--- src/rtl/alu_pkg.sv ---
// -----------------------------------------------------------------------------
// alu_pkg
// Shared types for the handshaked sequential ALU (seq_alu) and its
// shift-add multiplier (seq_mul_unit).
//   alu_op_e    : 4-bit opcode encoding (12..15 are unimplemented)
//   alu_state_e : handshake FSM states
//   alu_flags_t : registered flag bundle
// -----------------------------------------------------------------------------
package alu_pkg;

    localparam int unsigned OP_W = 4;

    typedef enum logic [OP_W-1:0] {
        OP_AND  = 4'd0,
        OP_OR   = 4'd1,
        OP_XOR  = 4'd2,
        OP_NOR  = 4'd3,
        OP_ADD  = 4'd4,
        OP_SUB  = 4'd5,
        OP_SLT  = 4'd6,
        OP_SLTU = 4'd7,
        OP_SLL  = 4'd8,
        OP_SRL  = 4'd9,
        OP_SRA  = 4'd10,
        OP_MUL  = 4'd11
    } alu_op_e;

    typedef enum logic [1:0] {
        ST_IDLE = 2'd0,
        ST_MUL  = 2'd1,
        ST_DONE = 2'd2
    } alu_state_e;

    typedef struct packed {
        logic zero;
        logic carry;
        logic overflow;
        logic neg;
        logic illegal;
    } alu_flags_t;

    function automatic logic op_is_mul(input logic [OP_W-1:0] op);
        return op == OP_MUL;
    endfunction

endpackage

--- src/rtl/seq_mul_unit.sv ---
// -----------------------------------------------------------------------------
// seq_mul_unit
// Shift-add multiplier, one bit of b per cycle, LSB first. Produces the low
// WIDTH bits of a*b.
//   clk, rst_n : clock, async active-low reset
//   start      : capture a/b and begin (ignored bits of a/b afterwards)
//   a, b       : operands
//   busy       : multiplication in progress
//   done       : combinational, high on the last step; product is final then
//   product    : running sum including the current step's partial product
// -----------------------------------------------------------------------------
module seq_mul_unit
    import alu_pkg::*;
#(
    parameter int unsigned WIDTH = 32
) (
    input  logic             clk,
    input  logic             rst_n,
    input  logic             start,
    input  logic [WIDTH-1:0] a,
    input  logic [WIDTH-1:0] b,
    output logic             busy,
    output logic             done,
    output logic [WIDTH-1:0] product
);

    localparam int unsigned CNT_W = $clog2(WIDTH);
    localparam logic [CNT_W-1:0] CNT_LAST = CNT_W'(WIDTH - 1);

    logic [WIDTH-1:0] a_q, a_d;
    logic [WIDTH-1:0] b_q, b_d;
    logic [WIDTH-1:0] acc_q, acc_d;
    logic [CNT_W-1:0] cnt_q, cnt_d;
    logic             busy_q, busy_d;
    logic [WIDTH-1:0] partial;

    // product already includes the bit being processed this cycle, so the
    // final value is available on the same edge that finishes the last step.
    assign partial = b_q[0] ? a_q : '0;
    assign product = acc_q + partial;
    assign done    = busy_q && (cnt_q == CNT_LAST);
    assign busy    = busy_q;

    always_comb begin
        a_d    = a_q;
        b_d    = b_q;
        acc_d  = acc_q;
        cnt_d  = cnt_q;
        busy_d = busy_q;
        if (start) begin
            a_d    = a;
            b_d    = b;
            acc_d  = '0;
            cnt_d  = '0;
            busy_d = 1'b1;
        end else if (busy_q) begin
            acc_d = product;
            a_d   = a_q << 1;
            b_d   = b_q >> 1;
            if (done) begin
                cnt_d  = '0;
                busy_d = 1'b0;
            end else begin
                cnt_d = cnt_q + CNT_W'(1);
            end
        end
    end

    always_ff @(posedge clk or negedge rst_n) begin
        if (!rst_n) begin
            a_q    <= '0;
            b_q    <= '0;
            acc_q  <= '0;
            cnt_q  <= '0;
            busy_q <= 1'b0;
        end else begin
            a_q    <= a_d;
            b_q    <= b_d;
            acc_q  <= acc_d;
            cnt_q  <= cnt_d;
            busy_q <= busy_d;
        end
    end

endmodule

--- src/rtl/seq_alu.sv ---
// -----------------------------------------------------------------------------
// seq_alu
// Handshaked multi-function ALU with registered result and flags.
// States:
//   ST_IDLE | waiting for an operand handshake, in_ready = 1
//   ST_MUL  | multi-cycle multiply in progress, in_ready = 0
//   ST_DONE | result valid, held until out_ready; may accept the next op
// Ports:
//   clk, rst_n                 : clock, async active-low reset
//   in_valid/in_ready          : operand handshake (alu_op, data_a, data_b)
//   out_valid/out_ready        : result handshake
//   result                     : registered result
//   zero/carry/overflow/neg    : registered flags
//   illegal_op                 : opcode outside the supported set
// -----------------------------------------------------------------------------
module seq_alu
    import alu_pkg::*;
#(
    parameter int unsigned WIDTH  = 32,
    parameter bit          MUL_EN = 1'b1
) (
    input  logic             clk,
    input  logic             rst_n,
    input  logic             in_valid,
    output logic             in_ready,
    input  logic [3:0]       alu_op,
    input  logic [WIDTH-1:0] data_a,
    input  logic [WIDTH-1:0] data_b,
    output logic             out_valid,
    input  logic             out_ready,
    output logic [WIDTH-1:0] result,
    output logic             zero_flag,
    output logic             carry_flag,
    output logic             overflow_flag,
    output logic             neg_flag,
    output logic             illegal_op
);

    localparam int unsigned SH_W = $clog2(WIDTH);
    localparam logic [WIDTH-1:0] WIDTH_V = WIDTH'(WIDTH);

    alu_state_e       state_q, state_d;
    logic [WIDTH-1:0] result_q, result_d;
    alu_flags_t       flags_q, flags_d;

    logic             accept;
    logic             is_mul_op;
    logic             load_alu;
    logic             load_mul;
    logic             mul_start;
    logic             mul_busy;
    logic             mul_done;
    logic [WIDTH-1:0] mul_product;

    logic [WIDTH-1:0] alu_res;
    alu_flags_t       alu_flg;
    alu_flags_t       mul_flg;
    logic [WIDTH:0]   sum_ext;
    logic [WIDTH:0]   diff_ext;
    logic             shift_oor;
    logic [SH_W-1:0]  shamt;

    // ------------------------------------------------------------------
    // Handshake
    // ------------------------------------------------------------------
    assign in_ready  = (state_q == ST_IDLE) || ((state_q == ST_DONE) && out_ready);
    assign out_valid = (state_q == ST_DONE);
    assign accept    = in_valid && in_ready;
    assign is_mul_op = op_is_mul(alu_op) && MUL_EN;

    // ------------------------------------------------------------------
    // Single-cycle datapath
    // ------------------------------------------------------------------
    assign sum_ext   = {1'b0, data_a} + {1'b0, data_b};
    // Bit WIDTH of the extended difference is the unsigned borrow (A < B).
    assign diff_ext  = {1'b0, data_a} - {1'b0, data_b};
    // The full A is compared so that large shift amounts saturate rather
    // than wrapping through the truncated shift count.
    assign shift_oor = (data_a >= WIDTH_V);
    assign shamt     = data_a[SH_W-1:0];

    always_comb begin
        alu_res = '0;
        alu_flg = '0;
        case (alu_op)
            OP_AND:  alu_res = data_a & data_b;
            OP_OR:   alu_res = data_a | data_b;
            OP_XOR:  alu_res = data_a ^ data_b;
            OP_NOR:  alu_res = ~(data_a | data_b);
            OP_ADD: begin
                alu_res          = sum_ext[WIDTH-1:0];
                alu_flg.carry    = sum_ext[WIDTH];
                alu_flg.overflow = (data_a[WIDTH-1] == data_b[WIDTH-1]) &&
                                   (sum_ext[WIDTH-1] != data_a[WIDTH-1]);
            end
            OP_SUB: begin
                alu_res          = diff_ext[WIDTH-1:0];
                alu_flg.carry    = diff_ext[WIDTH];
                alu_flg.overflow = (data_a[WIDTH-1] != data_b[WIDTH-1]) &&
                                   (diff_ext[WIDTH-1] != data_a[WIDTH-1]);
            end
            OP_SLT:  alu_res = {{(WIDTH-1){1'b0}}, ($signed(data_a) < $signed(data_b))};
            OP_SLTU: alu_res = {{(WIDTH-1){1'b0}}, (data_a < data_b)};
            OP_SLL:  alu_res = shift_oor ? '0 : (data_b << shamt);
            OP_SRL:  alu_res = shift_oor ? '0 : (data_b >> shamt);
            OP_SRA:  alu_res = shift_oor ? {WIDTH{data_b[WIDTH-1]}}
                                         : WIDTH'($signed(data_b) >>> shamt);
            // Only reached as a single-cycle op when the multiplier is not
            // built; with MUL_EN the result comes from seq_mul_unit instead.
            OP_MUL:  alu_flg.illegal = 1'b1;
            default: alu_flg.illegal = 1'b1;
        endcase
        if (alu_flg.illegal) begin
            alu_res = '0;
        end
        alu_flg.zero = (alu_res == '0);
        alu_flg.neg  = alu_res[WIDTH-1];
    end

    always_comb begin
        mul_flg      = '0;
        mul_flg.zero = (mul_product == '0);
        mul_flg.neg  = mul_product[WIDTH-1];
    end

    // ------------------------------------------------------------------
    // Multiplier
    // ------------------------------------------------------------------
    if (MUL_EN) begin : g_mul
        seq_mul_unit #(
            .WIDTH (WIDTH)
        ) u_mul (
            .clk     (clk),
            .rst_n   (rst_n),
            .start   (mul_start),
            .a       (data_a),
            .b       (data_b),
            .busy    (mul_busy),
            .done    (mul_done),
            .product (mul_product)
        );
    end else begin : g_no_mul
        assign mul_busy    = 1'b0;
        assign mul_done    = 1'b0;
        assign mul_product = '0;
    end

    // ------------------------------------------------------------------
    // FSM
    // ------------------------------------------------------------------
    always_comb begin
        state_d   = state_q;
        load_alu  = 1'b0;
        load_mul  = 1'b0;
        mul_start = 1'b0;
        case (state_q)
            ST_IDLE, ST_DONE: begin
                // DONE without out_ready holds; otherwise behave as IDLE.
                if ((state_q == ST_IDLE) || out_ready) begin
                    if (accept) begin
                        if (is_mul_op) begin
                            state_d   = ST_MUL;
                            mul_start = 1'b1;
                        end else begin
                            state_d  = ST_DONE;
                            load_alu = 1'b1;
                        end
                    end else begin
                        state_d = ST_IDLE;
                    end
                end
            end
            ST_MUL: begin
                if (mul_done) begin
                    state_d  = ST_DONE;
                    load_mul = 1'b1;
                end else if (!mul_busy) begin
                    // Multiplier lost its operation; do not wait forever.
                    state_d = ST_IDLE;
                end
            end
            default: state_d = ST_IDLE;
        endcase
    end

    always_comb begin
        result_d = result_q;
        flags_d  = flags_q;
        if (load_alu) begin
            result_d = alu_res;
            flags_d  = alu_flg;
        end else if (load_mul) begin
            result_d = mul_product;
            flags_d  = mul_flg;
        end
    end

    always_ff @(posedge clk or negedge rst_n) begin
        if (!rst_n) begin
            state_q  <= ST_IDLE;
            result_q <= '0;
            flags_q  <= '0;
        end else begin
            state_q  <= state_d;
            result_q <= result_d;
            flags_q  <= flags_d;
        end
    end

    assign result        = result_q;
    assign zero_flag     = flags_q.zero;
    assign carry_flag    = flags_q.carry;
    assign overflow_flag = flags_q.overflow;
    assign neg_flag      = flags_q.neg;
    assign illegal_op    = flags_q.illegal;

endmodule

--- config.mk ---
export PLATFORM = sky130hd
export DESIGN_NAME = seq_alu
export DESIGN_NICKNAME = d
export VERILOG_FILES = /design/src/rtl/alu_pkg.sv /design/src/rtl/seq_mul_unit.sv /design/src/rtl/seq_alu.sv
export SDC_FILE = /design/constraint.sdc
export NUM_CORES = 1
export LEC_CHECK = 0
export ABC_AREA = 1
export ABC_CLOCK_PERIOD_IN_PS = 6740
export BUFFER_PORTS_ARGS = -buffer_cell sky130_fd_sc_hd__buf_2
export CELL_PAD_IN_SITES_DETAIL_PLACEMENT = 0
export CELL_PAD_IN_SITES_GLOBAL_PLACEMENT = 2
export CORE_UTILIZATION = 30
export DETAILED_ROUTE_END_ITERATION = 12
export HOLD_SLACK_MARGIN = 0.1
export PLACE_DENSITY = 0.82
export SETUP_SLACK_MARGIN = 0.05
export SLEW_MARGIN = 20
export SYNTH_ARGS = -nofsm -noshare
export SYNTH_HDL_FRONTEND = slang
export SYNTH_SLANG_ARGS = --single-unit
--- constraint.sdc ---
create_clock -name clk -period 6.74 [get_ports clk]
set_input_delay 0.674 -clock clk [delete_from_list [all_inputs] [get_ports clk]]
set_output_delay 0.674 -clock clk [all_outputs]
set_load 0.005 [all_outputs]
; ---- Yosys cells after proc, flatten, opt, wreduce, memory -nomap -nowiden
; Index checks and enable logic that the tools add are counted.
[totals]
regBits = 141
in_bits = 72
elab_cells = 102
output_inout_bits = 39
[op_classes]
eq_ne = 20
reduce_logical = 16
n_addsub = 4
shift = 3
magnitude_cmp = 3
n_bitwise = 4
muxes = 40
[ops]
columns = operator, count
row1 = 2-to-1 mux 32 bit, 13
row2 = case mux 32 bit (11 select lines), 1
row3 = zero test 32 bit, 2
row4 = < comparator 32 bit, 2
row5 = adder 32 x 32 -> 33 bit, 1
row6 = subtractor 32 x 32 -> 33 bit, 1
row7 = adder 32 bit, 1
row8 = bitwise AND 32 bit, 1
row9 = ">= comparator 32 x 6 -> 1 bit, second input constant", 1
row10 = NOT 32 bit, 1
row11 = OR 32 bit, 1
row12 = << shifter 32 x 5 -> 32 bit, 1
row13 = >> shifter 32 x 5 -> 32 bit, 1
row14 = >>> shifter 32 x 5 -> 32 bit, 1
row15 = XOR 32 bit, 1
row16 = 2-to-1 mux 5 bit, 5
row17 = "equality test 4 x 3 -> 1 bit, second input constant", 4
row18 = "equality test 4 bit, second input constant", 4
row19 = 2-to-1 mux 1 bit, 14
row20 = OR reduction 11 bit, 1
row21 = 2-to-1 mux 2 bit, 5
row22 = "equality test 4 x 2 -> 1 bit, second input constant", 2
row23 = case mux 2 bit (2 select lines), 2
row24 = "adder 5 x 1 -> 5 bit, second input constant", 1
row25 = other kinds (15), 23

; ---- Logic depth before layout (Yosys ltp)
[logic_depth]
word_depth = 8
depth_mapped = 26

; ---- Cells and area by module
; Synthesis repeated with hierarchy kept, for this count alone.
[unflattened]
hier_cells = 3507
hier_area_um2 = 19508.7
[modules_own_cells]
columns = mod, cells_each, area_per_inst_um2, n_inst, seq_area_each_um2
row1 = seq_alu, 2509, 12607.1, 1, 950.9
row2 = seq_mul_unit, 998, 6901.6, 1, 2552.4

; ---- Least setup slack after synthesis
; No wires, ideal clock.
[synth_timing]
kind = input -> register
startpoint = input port data_a[3]
endpoint = register flags_q (netlist bit zero_flag)
setup_ns = 0.073
path_buffers = 4
slack_ns = 3.517
arrival_ns = 3.150
cell_stages = 23
cell_sequence = buf_2 -> inv_1 -> buf_2 -> buf_1 -> ha_1 -> buf_2 -> nor2_1 -> nand3_1 -> nor2_1 -> nand2_1 -> nand3_1 -> nand2_1 -> nand3_1 -> nand2_1 -> nor2_1 -> nor2_1 -> nor2_1 -> nand2_1 -> nor2_1 -> nand2_1 -> nor2_1 -> nand2_1 -> a21oi_2
[synth_between]
elab_chain_len = 6
[synth_rtl]
columns = item, line
row1 = start: declaration, seq_alu.sv:27  ; input logic [WIDTH-1:0] data_a,
row2 = ">= comparator 32 x 6 -> 1 bit, or another cell as far along", seq_alu.sv:79  ; assign shift_oor = (data_a >= WIDTH_V);
row3 = "2-to-1 mux 32 bit, or another cell as far along", seq_alu.sv:106  ; OP_SRA: alu_res = shift_oor ? {WIDTH{data_b[WIDTH-1]}}
row4 = case mux 32 bit (11 select lines) (*), seq_alu.sv:85  ; case (alu_op)
row5 = 2-to-1 mux 32 bit (*), seq_alu.sv:113  ; if (alu_flg.illegal) begin
row6 = zero test 32 bit (*), seq_alu.sv:116  ; alu_flg.zero = (alu_res == '0);
row7 = 2-to-1 mux 5 bit (*), seq_alu.sv:189  ; if (load_alu) begin
row8 = end signal: assignment, seq_alu.sv:206  ; flags_q <= flags_d;
row9 = end: declaration, seq_alu.sv:44  ; alu_flags_t flags_q, flags_d;
; Mark *: on every way between the ends. The rest lies on a longest branch, timed or not.
; A chain may end at the register's enable or synchronous reset.

; ---- Final worst setup path
[layout_timing]
startpoint = input port data_a[4]
endpoint = register flags_q (netlist bit zero_flag)
; Same word-level chain as after synthesis.

==> flow_metrics.env <==
export IMPL_outcome="finished clean"
export IMPL_layout_commonest_cell="nand2_1"
export IMPL_ys_seq_area_share_pct=18.3
export IMPL_rsz0062_at_grt="false"
export IMPL_end_kind="flop"
export IMPL_setup_ws_ns=2.51
export IMPL_rows=92
export IMPL_finalMaxSlewViolations=0
export IMPL_core_um2=63100
export IMPL_tightest_slew_ns=1.06
export IMPL_synth_mux_area_share_pct=0
export IMPL_synth_area_per_cell_um2=5.61
export IMPL_grt_usage_pct=32.3
export IMPL_synth_edf_count=0
export IMPL_p_per_area_nw_per_um2=216
export IMPL_grt_max_degree=81
export IMPL_synth_seq_cells=140
export IMPL_synth_ff_type="dfrtp_1"
export IMPL_crit_type="in2reg"
export IMPL_synth_area_um2=19100
export IMPL_power_leakage_nw=11.3
export IMPL_vias_per_cell=5.48
export IMPL_fin_crit_ns=4.23
export IMPL_dr_first_iter_drc_count=2810
export IMPL_ys_warnings_count=0
export IMPL_r2r_end="zero_flag"
export IMPL_ant_nets=0
export IMPL_cts_clk_slew_worst_paths_ns=0.07
export IMPL_p_total_mw=4.52
export IMPL_drv_cap=0
export IMPL_finalNetCount=3645
export IMPL_cp_start_kind="input pin"
export IMPL_gp_routability_congestion=1.03
export IMPL_htreeDepth=4
export IMPL_setup_violations_final=0
export IMPL_synth_net_count=3624
export IMPL_period_share_pct=62.7
export IMPL_grt_ovfl_total=0
export IMPL_synthToLayoutAreaGrowth_pct=9.36
export IMPL_cts_buffers=17
export IMPL_dp_slack_ns=2.23
export IMPL_die_h_um=255
export IMPL_cts_resized=0
export IMPL_cts_tree="done"
export IMPL_io_pins=111
export IMPL_synth_top_family_by_area="simple AND/OR/NAND/NOR gates"
export IMPL_synth_xor_area_share_pct=0.732
export IMPL_wl_per_cell_um=24.6
export IMPL_synthArstFlopShare_pct=100
export IMPL_die_area_um2=64800
export IMPL_synth_adder_area_share_pct=9.21
export IMPL_relSlewSlack_pct=29.1
export IMPL_crit_fanout=31
export IMPL_grt_pass1_vias=21600
export IMPL_ir_drop_mv=0.192
export IMPL_initial_utilization_pct=30.3
export IMPL_worstHoldPathType="in2async"
export IMPL_fmax_mhz=237
export IMPL_ys_types=53
export IMPL_r2r_start="g_mul.u_mul.b_q[0]"
export IMPL_drive_above_1_share_pct=5.98
export IMPL_crit_required_ns=7.14
export IMPL_synth_simple_area_share_pct=45.3
export IMPL_ff2ff_path_depth=18
export IMPL_grt_pass1_wl_um=150000
export IMPL_vias=23500
export IMPL_drt_wl_total_um=106000
export IMPL_hold_buffers=0
export IMPL_drt_first_pass_iters=6
export IMPL_fin_tns_setup_ns=0
export IMPL_post_cts_buffers=0
export IMPL_antenna_cells=0
export IMPL_reg2reg_slack_ns=3.11
export IMPL_hpwl_um=84900
export IMPL_clk_latency_ns=0.48
export IMPL_drc=0
export IMPL_die_w_um=255
export IMPL_max_clock_path_buffers=2
export IMPL_cp_arrival_ns=4.63
export IMPL_placed_cells=4261
export IMPL_final_cells=4293
export IMPL_final_hold_viol_count=0
export IMPL_layout_common_cells="nand2_1, inv_1, nand3_1, nor2_1, dfrtp_1"
export IMPL_portBuffers=110
export IMPL_synth_cells=3413
export IMPL_cts_root_buf="clkbuf_16"
export IMPL_antenna_found_initial=3
export IMPL_numClockSinks=140
export IMPL_finClkSkew_ns=0.0215
export IMPL_synth_compound_area_share_pct=13.9
-- per-layer routing --
metal / global-route usage, % / up-vias / wire [µm]
li1: - / 11100 / -
met1: 45.2 / 11100 / 47100
met2: 49.0 / 1121 / 44800
met3: 5.45 / 163 / 9470
met4: 12.6 / 2 / 4170
met5: 0 / - / 16
-- Yosys cell counts, drive strengths merged (4+ instances only) --
| library cell | number | area, µm² |
|---|---|---|
| o21bai | 13 | 97.6 |
| dfrtp | 140 | 3500 |
| o211ai | 38 | 285 |
| a211oi | 4 | 30.0 |
| inv | 469 | 1760 |
| buf | 75 | 400 |
| o2111ai | 4 | 35.0 |
| a22oi | 10 | 75.1 |
| o21ai | 142 | 714 |
| or2 | 6 | 37.5 |
| and2 | 7 | 43.8 |
| a22o | 7 | 61.3 |
| a21oi | 123 | 623 |
| xnor2 | 8 | 70.1 |
| xor2 | 8 | 70.1 |
| o221ai | 54 | 473 |
| ha | 136 | 1700 |
| clkbuf | 61 | 233 |
| nor3 | 47 | 252 |
| nand2 | 1201 | 4520 |
| nand4 | 47 | 294 |
| o22ai | 22 | 138 |
| nor2 | 302 | 1160 |
| nand3 | 458 | 2290 |
| nand3b | 4 | 30.0 |
-- critical path: stages --
cell	delay, ns
buf_2	0.53
inv_1	0.64
ha_1	0.69
inv_1	0.16
nand2_1	0.09
nand2_1	0.08
inv_1	0.08
nand3_1	0.24
nand2_1	0.16
nand3_1	0.17
nand2_1	0.12
nand2_1	0.09
nor2_1	0.10
nor2_1	0.05
nor2_1	0.17
nand2_1	0.07
nor2_1	0.12
nand2_1	0.09
nor2_1	0.10
nand2_1	0.07
a21oi_2	0.11
-- area by class of cell --
class,instances,area [µm²]
clock buffers,17,425
clock inverters,15,146
fillers,7398,42200
inverters,471,1770
multi-input cells,2666,13300
flip-flops and latches,140,3500
well taps,846,1060
repair buffers,138,767
-- power breakdown --
group	switching, mW	internal [mW]	leakage (nW)
Combinational	1.61	0.648	9.14
Clock	0.477	0.489	0.273
Sequential	0.184	1.11	1.85
Total	2.27	2.24	11.3
-- metrics by stage --
| stage | instance area [µm²] | hold slack [ns] | util [%] |
|---|---|---|---|
| after floorplan | 19100 | 0.378 | - |
| after global routing | 20900 | 0.320 | 33.2 |
| after detailed placement | 20400 | 0.469 | 32.3 |
| after CTS | 20900 | 0.269 | 33.2 |
| final | 20900 | 0.245 | 33.2 |
| after global placement | 20400 | 0.460 | 32.3 |
-- sequential cells by signal (all words and copies together), names as in the netlist, 2 cells and up --
signal,cells
g_mul.u_mul.a_q,32
g_mul.u_mul.acc_q,32
g_mul.u_mul.b_q,32
g_mul.u_mul.cnt_q,5
result,32
state_q,2
-- logic make-up (layout without fill, tap and decap cells) --
family | Yosys count | in the layout
flip-flops | 140 | 140
AO/OA/AOI/OAI | 434 | 434
XOR/XNOR | 16 | 16
buffers and inverters | 607 | 641
AND/OR/NAND/NOR | 2077 | 2077
adder cells (fa/ha/maj) | 139 | 139
-- worst max path at each step --
stage | startpoint | to | slack [ns]
floorplan | data_a[3] | zero_flag | 3.52
global placement | data_a[4] | zero_flag | 2.24
detailed placement | data_a[4] | zero_flag | 2.23
CTS | data_a[4] | zero_flag | 2.71
global route | data_a[4] | zero_flag | 2.34
finish | data_a[4] | zero_flag | 2.51
No activity file was read; power rests on OpenSTA's default activity.
